**src/rtl/mips_multicycle_ctrl.sv**
```systemverilog
// Multi-cycle main control FSM for a MIPS datapath: instruction sequencing,
// datapath strobes and mux selects, ALUOp generation, variable-latency memory
// handshake with timeout, and a sticky trap on illegal opcode or timeout.
module mips_multicycle_ctrl #(
    parameter int TIMEOUT_CYCLES = 16,
    parameter int CNT_W          = 5
) (
    input  logic       clk,
    input  logic       rst_n,
    input  logic [5:0] opcode,
    input  logic       mem_ready,
    input  logic       regs_eq,
    output logic       PCWrite,
    output logic       IorD,
    output logic       MemRead,
    output logic       MemWrite,
    output logic       IRWrite,
    output logic       RegDst,
    output logic       MemtoReg,
    output logic       RegWrite,
    output logic       ALUSrcA,
    output logic [1:0] ALUSrcB,
    output logic       ExtZero,
    output logic [2:0] ALUOp,
    output logic [1:0] PCSrc,
    output logic       trap,
    output logic [3:0] state
);

    typedef enum logic [3:0] {
        S_IDLE      = 4'd0,
        S_FETCH     = 4'd1,
        S_DECODE    = 4'd2,
        S_MEM_ADDR  = 4'd3,
        S_MEM_READ  = 4'd4,
        S_MEM_WB    = 4'd5,
        S_MEM_WRITE = 4'd6,
        S_R_EXEC    = 4'd7,
        S_R_WB      = 4'd8,
        S_I_EXEC    = 4'd9,
        S_I_WB      = 4'd10,
        S_BRANCH    = 4'd11,
        S_JUMP      = 4'd12,
        S_TRAP      = 4'd13
    } state_e;

    localparam logic [5:0] OP_RTYPE = 6'd0;
    localparam logic [5:0] OP_J     = 6'd2;
    localparam logic [5:0] OP_BEQ   = 6'd4;
    localparam logic [5:0] OP_BNE   = 6'd5;
    localparam logic [5:0] OP_ADDI  = 6'd8;
    localparam logic [5:0] OP_ADDIU = 6'd9;
    localparam logic [5:0] OP_SLTI  = 6'd10;
    localparam logic [5:0] OP_ANDI  = 6'd12;
    localparam logic [5:0] OP_ORI   = 6'd13;
    localparam logic [5:0] OP_LW    = 6'd35;
    localparam logic [5:0] OP_SW    = 6'd43;

    // Count value after which one more idle memory cycle means timeout
    localparam logic [CNT_W-1:0] TO_LAST = CNT_W'(TIMEOUT_CYCLES - 1);

    state_e           state_q;
    logic [5:0]       op_q;
    logic [CNT_W-1:0] cnt_q;
    logic             timeout_hit;

    // ALU operation for the immediate-arithmetic group
    function automatic logic [2:0] imm_aluop(input logic [5:0] op);
        case (op)
            OP_ADDI:  return 3'd6;
            OP_ADDIU: return 3'd7;
            OP_SLTI:  return 3'd3;
            OP_ANDI:  return 3'd4;
            OP_ORI:   return 3'd5;
            default:  return 3'd2;
        endcase
    endfunction

    // Logical immediates are zero-extended, everything else sign-extended
    function automatic logic imm_zext(input logic [5:0] op);
        return (op == OP_ANDI) || (op == OP_ORI);
    endfunction

    // Timeout fires when this stalled cycle would bring the count to the limit;
    // a mem_ready on that same cycle takes precedence
    always_comb begin
        timeout_hit = (TIMEOUT_CYCLES != 0) && (cnt_q == TO_LAST) && !mem_ready;
    end

    // State register, latched opcode and memory wait counter
    always_ff @(posedge clk or negedge rst_n) begin
        if (!rst_n) begin
            state_q <= S_IDLE;
            op_q    <= '0;
            cnt_q   <= '0;
        end else begin
            cnt_q <= '0;
            case (state_q)
                S_IDLE: state_q <= S_FETCH;
                S_FETCH: begin
                    if (mem_ready)        state_q <= S_DECODE;
                    else if (timeout_hit) state_q <= S_TRAP;
                    else                  cnt_q   <= cnt_q + 1'b1;
                end
                S_DECODE: begin
                    op_q <= opcode;
                    case (opcode)
                        OP_LW, OP_SW:                 state_q <= S_MEM_ADDR;
                        OP_RTYPE:                     state_q <= S_R_EXEC;
                        OP_ADDI, OP_ADDIU, OP_SLTI,
                        OP_ANDI, OP_ORI:              state_q <= S_I_EXEC;
                        OP_BEQ, OP_BNE:               state_q <= S_BRANCH;
                        OP_J:                         state_q <= S_JUMP;
                        default:                      state_q <= S_TRAP;
                    endcase
                end
                S_MEM_ADDR: state_q <= (op_q == OP_LW) ? S_MEM_READ : S_MEM_WRITE;
                S_MEM_READ: begin
                    if (mem_ready)        state_q <= S_MEM_WB;
                    else if (timeout_hit) state_q <= S_TRAP;
                    else                  cnt_q   <= cnt_q + 1'b1;
                end
                S_MEM_WB: state_q <= S_FETCH;
                S_MEM_WRITE: begin
                    if (mem_ready)        state_q <= S_FETCH;
                    else if (timeout_hit) state_q <= S_TRAP;
                    else                  cnt_q   <= cnt_q + 1'b1;
                end
                S_R_EXEC: state_q <= S_R_WB;
                S_R_WB:   state_q <= S_FETCH;
                S_I_EXEC: state_q <= S_I_WB;
                S_I_WB:   state_q <= S_FETCH;
                S_BRANCH: state_q <= S_FETCH;
                S_JUMP:   state_q <= S_FETCH;
                S_TRAP:   state_q <= S_TRAP;
                default:  state_q <= S_TRAP;
            endcase
        end
    end

    // Datapath controls decoded from state and latched opcode
    always_comb begin
        PCWrite  = 1'b0;
        IorD     = 1'b0;
        MemRead  = 1'b0;
        MemWrite = 1'b0;
        IRWrite  = 1'b0;
        RegDst   = 1'b0;
        MemtoReg = 1'b0;
        RegWrite = 1'b0;
        ALUSrcA  = 1'b0;
        ALUSrcB  = 2'd0;
        ExtZero  = 1'b0;
        ALUOp    = 3'd2;
        PCSrc    = 2'd0;
        trap     = 1'b0;
        case (state_q)
            S_FETCH: begin
                MemRead = 1'b1;
                ALUSrcB = 2'd1;
                IRWrite = mem_ready;
                PCWrite = mem_ready;
            end
            S_DECODE: ALUSrcB = 2'd3;
            S_MEM_ADDR: begin
                ALUSrcA = 1'b1;
                ALUSrcB = 2'd2;
            end
            S_MEM_READ: begin
                MemRead = 1'b1;
                IorD    = 1'b1;
            end
            S_MEM_WB: begin
                RegWrite = 1'b1;
                MemtoReg = 1'b1;
            end
            S_MEM_WRITE: begin
                MemWrite = 1'b1;
                IorD     = 1'b1;
            end
            S_R_EXEC: begin
                ALUSrcA = 1'b1;
                ALUOp   = 3'd1;
            end
            S_R_WB: begin
                RegWrite = 1'b1;
                RegDst   = 1'b1;
            end
            S_I_EXEC: begin
                ALUSrcA = 1'b1;
                ALUSrcB = 2'd2;
                ALUOp   = imm_aluop(op_q);
                ExtZero = imm_zext(op_q);
            end
            S_I_WB: begin
                RegWrite = 1'b1;
                ALUOp    = imm_aluop(op_q);
                ExtZero  = imm_zext(op_q);
            end
            S_BRANCH: begin
                PCSrc   = 2'd1;
                PCWrite = (op_q == OP_BEQ) ? regs_eq : !regs_eq;
            end
            S_JUMP: begin
                PCSrc   = 2'd2;
                PCWrite = 1'b1;
            end
            S_TRAP: trap = 1'b1;
            default: ;
        endcase
    end

    assign state = state_q;

endmodule
```
**config.mk**
```make
export PLATFORM = sky130hd
export DESIGN_NAME = mips_multicycle_ctrl
export DESIGN_NICKNAME = d
export VERILOG_FILES = /design/src/rtl/mips_multicycle_ctrl.sv
export SDC_FILE = /design/constraint.sdc
export NUM_CORES = 1
export LEC_CHECK = 0
export ABC_CLOCK_PERIOD_IN_PS = 2250
export BUFFER_PORTS_ARGS = -buffer_cell sky130_fd_sc_hd__buf_4
export CORE_MARGIN = 2
export CORE_UTILIZATION = 30
export CTS_BUF_LIST = sky130_fd_sc_hd__clkbuf_4
export DETAILED_ROUTE_END_ITERATION = 10
export PLACE_DENSITY = 0.52
export SYNTH_ARGS = -nofsm -noshare
export SYNTH_HDL_FRONTEND = slang
export SYNTH_SLANG_ARGS = --single-unit
```
**constraint.sdc**
```tcl
create_clock -name clk -period 2.25 [get_ports clk]
set_input_delay 0.3375 -clock clk [delete_from_list [all_inputs] [get_ports clk]]
set_output_delay 0.3375 -clock clk [all_outputs]
set_load 0.01 [all_outputs]
```
==> impl_metrics.py, run 1 <==
metrics = {
    "clock_tree": {
        "worst_skew_pair.late_latency_ns": 0.29,
        "ctsRootBufferMaster": "sky130_fd_sc_hd__clkbuf_4",
        "cts_tree": "yes",
        "ctsLongestPathBuffers": 2,
        "cts.sink_count": 15,
        "numCtsBuffers": 3,
        "cts.reportedPaths.clkPinSlew_ns": 0.10,
        "cts-htree-levels": 1,
    },
    "placed_design": {
        "routabilityCongestion": 0.861,
        "place.detailed.hpwl_um": 2180,
        "buffers_added_on_ports": 31,
        "dpl-instance-area_um2": 1350,
    },
    "timing": {
        "worst_rel_slew_slack_pct": 75.4,
        "slew_at_the_pin_closest_to_its_max_slew_limit_ns": 0.367,
        "setup_repair_after_global_routing_missed_its_margin": "no",
        "skew_ns": 0.0129,
        "setup-tns-final_ns": 0,
        "report.final.hold_viol_count": 0,
        "finalSetupViolations": 0,
        "layout_worst_path_cycle_share_pct": 92.6,
        "fin_crit_ns": 2.08,
        "fmax_ghz": 0.480,
        "timing.final.max_slew_violations": 0,
    },
    "route": {
        "routed-via-count": 1024,
        "drt_via_density": 5.12,
        "drt_first_pass_iters": 4,
        "drcViolationCount": 0,
        "wl_per_cell_um": 13.4,
        "final_antenna_net_count": 0,
        "drt_wl_total_um": 2680,
        "number_of_drc_violations_after_detailed_routing_iteration_0": 63,
    },
    "cells_and_area": {
        "n_antenna_cell": 0,
        "syn2layout_area_growth_pct": 31.4,
        "final_nets": 166,
        "postLayoutCellArea_um2": 1390,
        "multi_input_area_um2": 643,
        "post_route_cells_drive_above_1_share_pct": 31.2,
        "final_core_density_pct": 41.3,
        "fillers": 374,
        "register_area_um2": 377,
    },
    "floorplanning": {
        "chipWidth_um": 63.3,
        "start_util_pct": 31.4,
        "io_pins": 32,
        "design.core.area_um2": 3360,
        "design.die.area_um2": 4010,
        "cell_rows": 21,
        "floorplan.die.height_um": 63.3,
    },
    "pwr": {
        "seq_power_share_pct": 31.1,
        "clock_power_share_pct": 9.9,
        "p_leak_nw": 0.605,
        "cell_internal_pwr_uw": 902,
        "share_comb_of_total_power_pct": 58.9,
        "swShare_pct": 44.1,
        "power.net_switching_uw": 713,
        "vdd.ir_drop.worst_v": 0.000357,
        "power.density_nw_per_um2": 1160,
    },
    "global_route": {
        "grt_usage_pct": 14.6,
        "number_of_global_route_vias_before_repair": 1052,
        "grt_pass1_wl_um": 4750,
        "grt_antenna_before_repair": 0,
        "grt_remaining_overflow": 0,
        "grt_start_max_net_pins": 16,
    },
    "critical_path": {
        "critical_setup_path_class": "register to output pin",
        "timing.critical_path.fanout_max": 11,
        "cp_arrival_ns": 1.74,
        "timing.critical_path.required_ns": 1.91,
        "timing.critical_path.slowest_stage_cell": "sky130_fd_sc_hd__dfrtp_2",
        "path_cells": "nor4b_1, o211ai_1, nor2_1, a31oi_1, buf_4",
        "crit_path_start_kind": "register",
        "setup.worst_path.end_class": "output pin",
        "worst_path_largest_cell_delay_ns": 0.50,
    },
    "synthesis": {
        "ys_dominant_reg_cell": "sky130_fd_sc_hd__dfrtp_1",
        "asyncSetResetFlopFracSynth_pct": 100,
        "most_frequent_cells_after_synthesis": "sky130_fd_sc_hd__nor2_1, sky130_fd_sc_hd__dfrtp_1, sky130_fd_sc_hd__nand2_1",
        "avgSynthCellArea_um2": 8.80,
        "synth.top_cell.area_share_pct": 35.5,
        "netlist.top_cell.by_area": "sky130_fd_sc_hd__dfrtp_1",
        "synth_fp_nets": 131,
        "netlist-cell-type-count": 40,
        "yosys_warning_count": 0,
        "number_of_enable_flip_flop_cells_after_synthesis": 0,
        "synth-seq-cells": 15,
        "syn_inst_count": 120,
        "synthMostInstantiatedCell": "sky130_fd_sc_hd__nor2_1",
        "post_synthesis_cell_area_um2": 1060,
        "seq_area_frac_synth_pct": 35.5,
        "synthTopCellsByArea": "sky130_fd_sc_hd__dfrtp_1, sky130_fd_sc_hd__nor2_1, sky130_fd_sc_hd__mux2_2, sky130_fd_sc_hd__nand2b_1, sky130_fd_sc_hd__mux2_1",
    },
    "status": {
        "run_status": "finished, final reports clean",
    },
    "min_path": {
        "hold_class": "input port to register",
    },
    "flow_run": {
        "max-cap-violations": 0,
    },
}
stage by stage:
stage,total power [mW],hold WS [ns],setup slack [ns],std cells
floorplan,1.09,0.0419,0.561,120
global placement,1.47,0.207,0.536,195
detailed placement,1.46,0.206,0.471,195
CTS,1.63,0.289,0.120,200
global route,1.76,0.281,0.000580,200
finish,1.61,0.298,0.168,200
routing by layer:
| metal | share of wire (%) | up-vias | global-route usage (%) |
|---|---|---|---|
| met4 | 0.30 | 0 | 1.90 |
| met3 | 5.0 | 2 | 4.11 |
| met5 | 0 | - | 0 |
| met1 | 43 | 489 | 18.3 |
| li1 | - | 506 | - |
| met2 | 51 | 27 | 25.7 |
cell type report:
class                           count  area share (%)
Timing Repair Buffer               36            19.7
Inverter                            2           0.541
Clock buffer                        3            1.62
Multi-Input combinational cell     97            46.3
Sequential cell                    15            27.1
Tap cell                           46            4.15
Clock inverter                      1           0.541
cells by family (layout without fill, tap and decap cells):
group / count (synthesis) / in the layout / synth area share (%)
and+or+nand+nor: 59 / 59 / 32.5
AOI/OAI and AO/OA: 26 / 26 / 16.5
DFF: 15 / 15 / 35.5
buffers and inverters: 8 / 42 / 3.55
muxes: 7 / 7 / 7.46
xor gates and xnor gates: 4 / 4 / 3.32
adders and majority gates: 1 / 1 / 1.18
worst paths after layout:
kind / from / endpoint / slack (ns) / cells after the start
worst min-delay path: opcode[3] / op_q[3] / 0.30 / 2
worst min register to register: cnt_q[0] / cnt_q[0] / 0.47 / 1
worst max-delay path: state[2] / ALUOp[1] / 0.17 / 5
max in group asynchronous: rst_n / state[2] / 1.64 / 2
worst max register to register: state[1] / op_q[1] / 0.74 / 4
min in group asynchronous: rst_n / op_q[3] / 0.42 / 2
placed cells by master (no fill, tap or decap), types with 2 or more instances in the layout:
cell,n
sky130_fd_sc_hd__buf_4,35
sky130_fd_sc_hd__nor2_1,18
sky130_fd_sc_hd__dfrtp_1,14
sky130_fd_sc_hd__nand2_1,7
sky130_fd_sc_hd__nand2b_1,6
sky130_fd_sc_hd__nor3_1,6
sky130_fd_sc_hd__o21ai_0,6
sky130_fd_sc_hd__nor2b_1,4
sky130_fd_sc_hd__nand3_1,4
sky130_fd_sc_hd__mux2_2,4
sky130_fd_sc_hd__nor4_1,3
sky130_fd_sc_hd__o31ai_1,3
sky130_fd_sc_hd__xnor2_1,3
sky130_fd_sc_hd__mux2_1,3
sky130_fd_sc_hd__clkbuf_4,3
sky130_fd_sc_hd__nand2b_4,2
sky130_fd_sc_hd__o211ai_1,2
sky130_fd_sc_hd__a31oi_1,2
sky130_fd_sc_hd__a21oi_1,2
sky130_fd_sc_hd__inv_1,2
sky130_fd_sc_hd__o22ai_1,2
state kept, by name (all words and copies together) (netlist names):
signal  count
cnt_q       5
op_q        6
state       4
timing repair:
action	CTS	global route
buffers inserted	0	0
endpoints found under the hold margin	15	0
hold buffers	1	0
resized for setup	0	1
endpoints found under the setup margin	0	2
critical path, delay by kind of cell (launching register included):
kind | cells | cell delay (ns)
AND/OR/NAND/NOR | 2 | 0.54
flip-flops | 1 | 0.50
AO/OA/AOI/OAI | 2 | 0.26
buffers and inverters | 1 | 0.15
power by group through the flow:
stage                     Combinational [mW]  Sequential [mW]  Clock (mW)
after floorplan                        0.625            0.465           0
after global placement                 0.964            0.501           0
after detailed placement               0.955            0.508           0
after CTS                              0.960            0.503       0.167
after global routing                    1.05            0.523       0.186
final                                  0.951            0.503       0.161
Note: power is estimated with default switching activity, not from simulation.
==> inputs of run 2 (changes only) <==
--- a/config.mk
+++ b/config.mk
@@ -6,12 +6,12 @@
 export NUM_CORES = 1
 export LEC_CHECK = 0
 export ABC_CLOCK_PERIOD_IN_PS = 2250
-export BUFFER_PORTS_ARGS = -buffer_cell sky130_fd_sc_hd__buf_4
 export CORE_MARGIN = 2
 export CORE_UTILIZATION = 30
 export CTS_BUF_LIST = sky130_fd_sc_hd__clkbuf_4
 export DETAILED_ROUTE_END_ITERATION = 10
-export PLACE_DENSITY = 0.52
+export DONT_BUFFER_PORTS = 1
+export PLACE_DENSITY = 0.45
 export SYNTH_ARGS = -nofsm -noshare
 export SYNTH_HDL_FRONTEND = slang
 export SYNTH_SLANG_ARGS = --single-unit
==> run 2 against run 1 <==
Cell area shrank 17%. Clock skew decreased by 0.011 ns. Setup slack gained 0.012 ns. Largest cell class unchanged. Clock power hardly changed. Register-to-register slack lost 0.04 ns. Critical path type unchanged. Non-clock buffer count fell by 31. Sequential share of layout area rose by 5.4 points.
==> impl_metrics.py, run 2 (synthesis results as in run 1) <==
metrics = {
    "status": {
        "run_status": "finished, final reports clean",
    },
    "timing": {
        "report.final.hold_viol_count": 0,
        "setup-tns-final_ns": 0,
        "fin_crit_ns": 2.07,
        "postLayoutSetupSlackWorst_ns": 0.179,
        "layout_worst_path_cycle_share_pct": 92.0,
        "finalSetupViolations": 0,
        "worst_rel_slew_slack_pct": 53.6,
        "setup_repair_after_global_routing_missed_its_margin": "no",
        "slew_at_the_pin_closest_to_its_max_slew_limit_ns": 0.694,
        "timing.final.max_slew_violations": 0,
        "skew_ns": 0.00198,
        "fmax_ghz": 0.483,
    },
    "cells_and_area": {
        "fillers": 385,
        "n_antenna_cell": 0,
        "final_nets": 135,
        "final_common_cell": "sky130_fd_sc_hd__nor2_1",
        "top_library_cells_by_usage_in_the_layout_fill_and_taps_aside": "sky130_fd_sc_hd__nor2_1, sky130_fd_sc_hd__dfrtp_1, sky130_fd_sc_hd__nand2_1",
        "syn2layout_area_growth_pct": 9.24,
        "post_route_cells_drive_above_1_share_pct": 13.0,
        "top_register": "op_q",
        "largest_reg_flops": 6,
    },
    "clock_tree": {
        "cts_resized": 0,
        "ctsLongestPathBuffers": 2,
        "cts.sink_count": 15,
        "cts.reportedPaths.clkPinSlew_ns": 0.09,
        "ctsRootBufferMaster": "sky130_fd_sc_hd__clkbuf_4",
        "cts.hold.buffers_added": 1,
        "numCtsBuffers": 3,
        "worst_skew_pair.late_latency_ns": 0.28,
        "post_cts_buffers": 0,
        "cts_tree": "yes",
        "cts-htree-levels": 1,
    },
    "pwr": {
        "seq_power_share_pct": 35.0,
        "power.net_switching_uw": 667,
        "cell_internal_pwr_uw": 751,
        "share_comb_of_total_power_pct": 53.5,
        "vdd.ir_drop.worst_v": 0.000216,
        "p_leak_nw": 0.453,
        "power.density_nw_per_um2": 1230,
        "clock_power_share_pct": 11.5,
        "swShare_pct": 47.0,
    },
    "global_route": {
        "grt_antenna_before_repair": 0,
        "grt_remaining_overflow": 0,
        "grt_usage_pct": 15.2,
        "grt_start_max_net_pins": 17,
        "grt_pass1_wl_um": 4850,
        "number_of_global_route_vias_before_repair": 953,
    },
    "min_path": {
        "holdCritStartpoint": "opcode[5]",
        "worstHoldEndpoint": "op_q[5]",
        "min_delay_path_depth": 1,
        "hold_class": "input port to register",
    },
    "floorplanning": {
        "chipWidth_um": 63.3,
        "io_pins": 32,
        "design.core.area_um2": 3360,
        "floorplan.die.height_um": 63.3,
        "cell_rows": 21,
        "start_util_pct": 31.4,
        "design.die.area_um2": 4010,
    },
    "critical_path": {
        "timing.critical_path.required_ns": 1.91,
        "worst_path_largest_cell_delay_ns": 0.50,
        "path_cells": "nor4b_1, o211ai_1, nor2_1, a31oi_1",
        "crit-reg2reg-launch": "state[3]",
        "crit-reg2reg-capture": "op_q[4]",
        "rrSetupSlack_ns": 0.70,
        "timing.critical_path.slowest_stage_cell": "sky130_fd_sc_hd__dfrtp_1",
        "setup.worst_path.end_class": "output pin",
        "timing.critical_path.fanout_max": 9,
        "cp_arrival_ns": 1.73,
        "crit_path_start_kind": "register",
        "critical_setup_path_class": "register to output pin",
        "r2r.worst_path.cells": 3,
        "worstSetupStartpoint": "state[2]",
    },
    "flow_run": {
        "max-cap-violations": 0,
    },
    "route": {
        "drt_wl_total_um": 2710,
        "drcViolationCount": 0,
        "routed-via-count": 895,
        "drt_via_density": 5.30,
        "wl_per_cell_um": 16.0,
        "drt_first_pass_iters": 4,
        "final_antenna_net_count": 0,
        "number_of_drc_violations_after_detailed_routing_iteration_0": 116,
    },
    "placed_design": {
        "post-place-ws_ns": 0.479,
        "routabilityCongestion": 0.794,
        "buffers_added_on_ports": 0,
        "place.detailed.hpwl_um": 2150,
    },
}
==> run 2: cell types whose count changed in the layout (fill, tap and decap cells not counted), sizes merged <==
cell and change:
buf -31, clkbuf +1, clkinvlp -1
==> run 2: worst max-delay path by stage <==
stage                to  slack, ns  depth (start not counted)
4_1_cts        ALUOp[1]       0.16                          4
3_5_place_dp   ALUOp[1]       0.48                          4
2_1_floorplan   PCWrite       0.56                          5
5_1_grt        ALUOp[1]       0.03                          4
6_report       ALUOp[1]       0.18                          4
3_3_place_gp   ALUOp[1]       0.50                          4
==> run 2: critical path: cells and delay by family, from the launching register on <==
kind / cells / cell delay [ns]
AND/OR/NAND/NOR: 2 / 0.63
flip-flops: 1 / 0.50
AO/OA/AOI/OAI: 2 / 0.33
==> run 2: stage by stage <==
stage / area [µm²] / hold slack [ns] / instances / util [%] / power [mW]
final: 1150 / 0.190 / 169 / 34.3 / 1.42
after global placement: 1110 / 0.0424 / 164 / 33.1 / 1.26
after global routing: 1150 / 0.175 / 169 / 34.3 / 1.56
after floorplan: 1060 / 0.0419 / 120 / - / 1.09
after detailed placement: 1110 / 0.0423 / 164 / 33.1 / 1.26
after CTS: 1150 / 0.178 / 169 / 34.3 / 1.44
==> run 2: per-layer routing <==
| metal | vias to the layer above | global-route usage (%) | share of wire (%) |
|---|---|---|---|
| li1 | 444 | - | - |
| met5 | - | 0 | 0 |
| met2 | 23 | 23.3 | 47 |
| met4 | 0 | 6.52 | 0.85 |
| met3 | 2 | 4.82 | 8.4 |
| met1 | 426 | 19.6 | 44 |
==> run 2: power by group through the flow <==
stage | combinational (mW) | sequential (mW) | clock, mW
after floorplan | 0.625 | 0.465 | 0
after global placement | 0.756 | 0.502 | 0
after detailed placement | 0.758 | 0.502 | 0
after CTS | 0.767 | 0.496 | 0.174
after global routing | 0.848 | 0.522 | 0.188
final | 0.759 | 0.496 | 0.163
==> run 2: area by class of cell <==
class / instances / area, µm² / area share, %
Sequential cell: 15 / 375 / 32.5
Tap cell: 46 / 57.6 / 4.99
Multi-Input combinational cell: 97 / 643 / 55.7
Timing Repair Buffer: 5 / 40.0 / 3.47
Inverter: 2 / 7.51 / 0.651
Clock buffer: 4 / 30.0 / 2.60
